--- src/rtl/mem_arbiter.sv ---
// Two-port round-robin arbiter sequencing one access at a time to a sync-read memory.
// Define ARB_LOCK_EN to add lock0/lock1 inputs that let the last winner keep the memory for up to MAX_LOCK re-grants.
module mem_arbiter #(
    parameter int AWIDTH   = 5,
    parameter int DWIDTH   = 8,
    parameter int MAX_LOCK = 4
) (
    input  logic              clk,
    input  logic              rst,
    input  logic              req0,
    input  logic              we0,
    input  logic [AWIDTH-1:0] addr0,
    input  logic [DWIDTH-1:0] wdata0,
    input  logic              req1,
    input  logic              we1,
    input  logic [AWIDTH-1:0] addr1,
    input  logic [DWIDTH-1:0] wdata1,
`ifdef ARB_LOCK_EN
    input  logic              lock0,
    input  logic              lock1,
`endif
    output logic              gnt0,
    output logic              gnt1,
    output logic              done0,
    output logic              done1,
    output logic [DWIDTH-1:0] rdata,
    output logic [AWIDTH-1:0] mem_addr,
    output logic [DWIDTH-1:0] mem_wdata,
    output logic              mem_re,
    output logic              mem_we,
    input  logic [DWIDTH-1:0] mem_rdata
);

    typedef enum logic [1:0] {IDLE, SERVE, RESP} state_t;

    state_t state;
    logic   last_winner;
    logic   take;
    logic   win;
    logic   locked;
    logic   wsel;
    logic [AWIDTH-1:0] asel;
    logic [DWIDTH-1:0] dsel;

    if (MAX_LOCK < 1) begin : g_bad_max_lock
        $error("mem_arbiter: MAX_LOCK must be at least 1");
    end

`ifdef ARB_LOCK_EN
    localparam int CW = $clog2(MAX_LOCK + 1);
    logic [CW-1:0] lock_cnt;
    logic          own_req, own_lock, other_req;

    // Locking only applies at the RESP edge, i.e. a back-to-back re-grant.
    always_comb begin
        own_req   = last_winner ? req1  : req0;
        own_lock  = last_winner ? lock1 : lock0;
        other_req = last_winner ? req0  : req1;
        locked    = (state == RESP) && own_lock && own_req &&
                    !((lock_cnt == CW'(MAX_LOCK)) && other_req);
    end
`else
    assign locked = 1'b0;
`endif

    always_comb begin
        take = req0 | req1;
        if (locked)
            win = last_winner;
        else if (req0 && req1)
            win = ~last_winner;
        else
            win = req1;
        wsel = win ? we1    : we0;
        asel = win ? addr1  : addr0;
        dsel = win ? wdata1 : wdata0;
    end

    // Memory output is registered by the macro, so read data is simply forwarded.
    assign rdata = mem_rdata;

    always_ff @(posedge clk) begin
        if (rst) begin
            state       <= IDLE;
            gnt0        <= 1'b0;
            gnt1        <= 1'b0;
            done0       <= 1'b0;
            done1       <= 1'b0;
            mem_re      <= 1'b0;
            mem_we      <= 1'b0;
            mem_addr    <= '0;
            mem_wdata   <= '0;
            last_winner <= 1'b1;
`ifdef ARB_LOCK_EN
            lock_cnt    <= '0;
`endif
        end else begin
            case (state)
                IDLE, RESP: begin
                    done0 <= 1'b0;
                    done1 <= 1'b0;
                    if (take) begin
                        state       <= SERVE;
                        last_winner <= win;
                        gnt0        <= ~win;
                        gnt1        <= win;
                        mem_re      <= ~wsel;
                        mem_we      <= wsel;
                        mem_addr    <= asel;
                        mem_wdata   <= dsel;
`ifdef ARB_LOCK_EN
                        if (!locked)
                            lock_cnt <= '0;
                        else if (lock_cnt != CW'(MAX_LOCK))
                            lock_cnt <= lock_cnt + 1'b1;
`endif
                    end else begin
                        state <= IDLE;
`ifdef ARB_LOCK_EN
                        lock_cnt <= '0;
`endif
                    end
                end
                SERVE: begin
                    state  <= RESP;
                    gnt0   <= 1'b0;
                    gnt1   <= 1'b0;
                    done0  <= gnt0;
                    done1  <= gnt1;
                    mem_re <= 1'b0;
                    mem_we <= 1'b0;
                end
                default: state <= IDLE;
            endcase
        end
    end

endmodule

--- config.mk ---
export PLATFORM = sky130hd
export DESIGN_NAME = mem_arbiter
export DESIGN_NICKNAME = d
export VERILOG_FILES = /design/src/rtl/mem_arbiter.sv
export SDC_FILE = /design/constraint.sdc
export NUM_CORES = 1
export LEC_CHECK = 0
export CAP_MARGIN = 20
export CELL_PAD_IN_SITES_DETAIL_PLACEMENT = 1
export CELL_PAD_IN_SITES_GLOBAL_PLACEMENT = 1
export CORE_MARGIN = 8
export CORE_UTILIZATION = 25
export DETAILED_ROUTE_END_ITERATION = 8
export PLACE_DENSITY_LB_ADDON = 0.1
export RECOVER_POWER = 25
export SLEW_MARGIN = 20
export SYNTH_ARGS = -nofsm -noshare
export SYNTH_HDL_FRONTEND = slang
export SYNTH_SLANG_ARGS = --single-unit
--- constraint.sdc ---
create_clock -name clk -period 1.4 [get_ports clk]
set_input_delay 0.28 -clock clk [delete_from_list [all_inputs] [get_ports clk]]
set_output_delay 0.28 -clock clk [all_outputs]
set_load 0.02 [all_outputs]
==> qor.txt <==
CTS
--------------------------------------------------------------------------------------
Clock Sink Count                                                                    22
Clock latency of the later-clocked register in the worst-skew pair              260 ps
Clock slew at the register clock pins of the worst setup and hold paths          80 ps
Maximum level of the CTS H-tree                                                      1
CTS tree                                                                           yes
Root buf cell                                                             sky130_fd_sc_hd__clkbuf_8
Number of buffers added by the clock tree synthesis step                             3
Hold bufs inserted after CTS                                                         0
Clock tree buffer depth                                                              2

CELLS AND AREA
--------------------------------------------------------------------------------------
Post-route cell area                                                      0.00167 mm^2
Commonest cells after routing, fill and taps aside                        sky130_fd_sc_hd__clkdlybuf4s50_1 (29), sky130_fd_sc_hd__dfxtp_1 (22), sky130_fd_sc_hd__dlygate4sd2_1 (21), sky130_fd_sc_hd__nor2_1 (17), sky130_fd_sc_hd__buf_4 (14)
Most frequent standard cell in the layout excluding fill and tap cells    sky130_fd_sc_hd__clkdlybuf4s50_1
Fin nets                                                                           214
Area Overhead vs Synth                                                           58.9%
Non-filler cells in the finished layout                                            223
Fraction of layout instances using a drive strength above 1                      17.3%
# diodes                                                                             0
Number of inserted filler cells in the final layout                                481

SETUP PATH
--------------------------------------------------------------------------------------
Arrival time reported for the critical path endpoint                           1430 ps
Largest fanout of any net on the critical path                                       8
Launching element type of the critical path                               primary input
Data required, critical path                                                   1560 ps
CP Capture Type                                                               register
Critical setup path kind                                                  primary input to register

PLACEMENT
--------------------------------------------------------------------------------------
PortBufs                                                                            50
Detailed placer's ending HPWL                                                  2.95 mm
Area of placed instances                                                  0.00164 mm^2
RePlAce Congestion                                                               0.710
Placed Cells                                                                       219

FLOORPLAN
--------------------------------------------------------------------------------------
Full die area                                                             0.00653 mm^2
Initial Util                                                                     26.1%
Die Span Y                                                                     80.8 um
Die extent in x                                                                80.8 um
Ports                                                                               67
Site Rows                                                                           23
Core ar.                                                                  0.00403 mm^2

STA
--------------------------------------------------------------------------------------
Final critical path time including I/O delays and setup                        1280 ps
RSZ-0062 raised after global routing                                             false
Max frequency                                                                  783 MHz
Final Hold Violating Endpoints                                                       0
Worst setup skew after layout                                                  3.88 ps
Count of final setup violators                                                       0
Share of the clock period used by the worst path                                 91.2%
Number of pins exceeding their max-slew limit in the final report                    0
Pin slew with the least headroom to its limit                                   426 ps
Slew Limit Headroom                                                              71.6%

SYNTH
--------------------------------------------------------------------------------------
Number of instances in the synthesized netlist                                     119
Post-synthesis instance area                                              0.00105 mm^2
Seq cells post-synth                                                                22
Leading area contributor after synthesis                                  sky130_fd_sc_hd__dfxtp_1
Most area-consuming cells after synthesis                                 sky130_fd_sc_hd__dfxtp_1 (42%), sky130_fd_sc_hd__a211oi_2 (8.3%), sky130_fd_sc_hd__buf_4 (7.2%), sky130_fd_sc_hd__a21oi_1 (6.2%), sky130_fd_sc_hd__nor2_1 (6.1%)
Post-synthesis area per instance                                             8.82 um^2
Net count after synthesis                                                          159
Fraction of the yosys area taken by sequential cells                             42.0%
Library cells used by synthesis                                                     28
Number of warning messages in the yosys log                                          0
Proportion of netlist area held by the largest area contributor                  42.0%

ROUTING
--------------------------------------------------------------------------------------
Average wire per cell in the routed design                                     16.5 um
Number of remaining DRC errors                                                       0
Number of routed nets with antenna violations                                        0
Vias/cell                                                                         4.63
Via Count                                                                         1033
Initial detailed-routing violation count                                            24
Number of optimization iterations in the first detailed-route pass                   4
Total wire length                                                              3.68 mm

PWR
--------------------------------------------------------------------------------------
Maximum ir drop on the vdd rail                                                 469 uV
Leakage                                                                       0.719 nW
Power per standard cell area                                               983 mW/mm^2

GLOBAL ROUTE
--------------------------------------------------------------------------------------
Wire length of the first global-routing pass                                   5.72 mm
Global-route usage over all layers                                               10.9%
Via count of the first global-routing pass                                        1099
Maximum number of pins on one net before global-route repair                        13
Antenna violations before repair                                                     0
Overflow left after global routing                                                   0

FLOW RUN
--------------------------------------------------------------------------------------
Total of max-cap violations                                                          0

HOLD PATH
--------------------------------------------------------------------------------------
Class of the tightest hold or removal check                               register to register

RUN STATUS
--------------------------------------------------------------------------------------
Outcome                                                                   finished, final reports clean

==> flip-flops by register name, indices dropped and copies added, names as in the netlist <==
name         cells
mem_wdata        8
mem_addr         5
state            2
done0            1
done1            1
gnt0             1
gnt1             1
last_winner      1
mem_re           1
mem_we           1
==> what timing repair did <==
action,4_1_cts,5_1_grt
endpoints found under the setup margin,20,0
resized for setup,21,0
setup buffers,0,0
==> synthesized netlist by cell type <==
cell type,n
sky130_fd_sc_hd__nand2b_1,3
sky130_fd_sc_hd__nor4b_1,1
sky130_fd_sc_hd__mux2i_1,2
sky130_fd_sc_hd__buf_4,10
sky130_fd_sc_hd__o21bai_2,1
sky130_fd_sc_hd__nor3b_1,1
sky130_fd_sc_hd__dfxtp_1,22
sky130_fd_sc_hd__a31oi_1,1
sky130_fd_sc_hd__a21bo_2,1
sky130_fd_sc_hd__clkbuf_2,1
sky130_fd_sc_hd__a211oi_2,7
sky130_fd_sc_hd__buf_2,3
sky130_fd_sc_hd__clkbuf_1,1
sky130_fd_sc_hd__nor2_1,17
sky130_fd_sc_hd__buf_1,1
sky130_fd_sc_hd__nand2_1,13
sky130_fd_sc_hd__a21oi_1,13
sky130_fd_sc_hd__a32oi_1,1
sky130_fd_sc_hd__o2bb2ai_1,1
sky130_fd_sc_hd__inv_1,3
sky130_fd_sc_hd__o311ai_0,2
sky130_fd_sc_hd__nand4_1,2
sky130_fd_sc_hd__a32o_1,1
sky130_fd_sc_hd__o21ba_2,1
sky130_fd_sc_hd__a21boi_4,1
sky130_fd_sc_hd__a211o_1,1
sky130_fd_sc_hd__nand3_1,3
sky130_fd_sc_hd__a211oi_1,5
==> cell families (layout without fill, tap and decap cells) <==
group,after synthesis,in the layout,share of synthesized area [%]
and+or+nand+nor,40,40,16.7
muxes,2,2,1.91
AOI/OAI and AO/OA,36,36,28.6
DFF,22,22,42.0
buffers and inverters,19,73,10.8
==> per-layer routing <==
metal	GRT usage (%)	vias to the layer above	wire, um	share of wire (%)
li1	-	518	-	-
met1	12.3	475	1570	43
met2	18.8	36	1760	48
met3	4.08	4	331	9.0
met4	3.04	0	20	0.54
met5	0	-	0	0
==> critical path, stage by stage <==
cell and delay (ps):
sky130_fd_sc_hd__clkdlybuf4s50_1 480, sky130_fd_sc_hd__clkbuf_1 350, sky130_fd_sc_hd__buf_4 260, sky130_fd_sc_hd__nor2_1 60
==> worst paths after layout <==
kind | start | to | slack [ps] | depth (start not counted)
setup / recovery | rst | gnt1$_SDFFE_PP0P_ | 120 | 4
hold / removal | done0$_SDFFE_PP0P_ | done0$_SDFFE_PP0P_ | 510 | 2
setup reg to reg | state[0]$_SDFF_PP0_ | mem_addr[3]$_SDFFE_PP0P_ | 140 | 4
hold reg to reg | done0$_SDFFE_PP0P_ | done0$_SDFFE_PP0P_ | 510 | 2
==> where the power goes <==
group          internal, mW  switching (mW)  total (mW)
sequential            0.680          0.0377       0.718
clock                 0.250           0.211       0.462
combinational         0.233           0.227       0.460
total                  1.16           0.476        1.64
==> per-stage QoR <==
step / power, mW / setup TNS, ps / util [%] / hold WS [ps] / worst slack [ps]
3_3_place_gp: 1.23 / -3580 / 40.8 / 479 / -232
3_5_place_dp: 1.24 / -4270 / 40.8 / 494 / -322
2_1_floorplan: 0.994 / 0 / - / 421 / 236
4_1_cts: 1.67 / 0 / 41.5 / 514 / 108
6_report: 1.64 / 0 / 41.4 / 509 / 123
5_1_grt: 1.73 / 0 / 41.4 / 540 / 41.0
==> layout make-up <==
type / count / area, um^2 / area share, %
sequential: 22 / 440 / 26.4
timing repair buffer: 66 / 603 / 36.2
clock buffer: 4 / 55.1 / 3.30
tap: 50 / 62.6 / 3.75
multi-input combinational: 78 / 495 / 29.7
inverter: 3 / 11.3 / 0.675
Power figures use the tool's default switching activity.
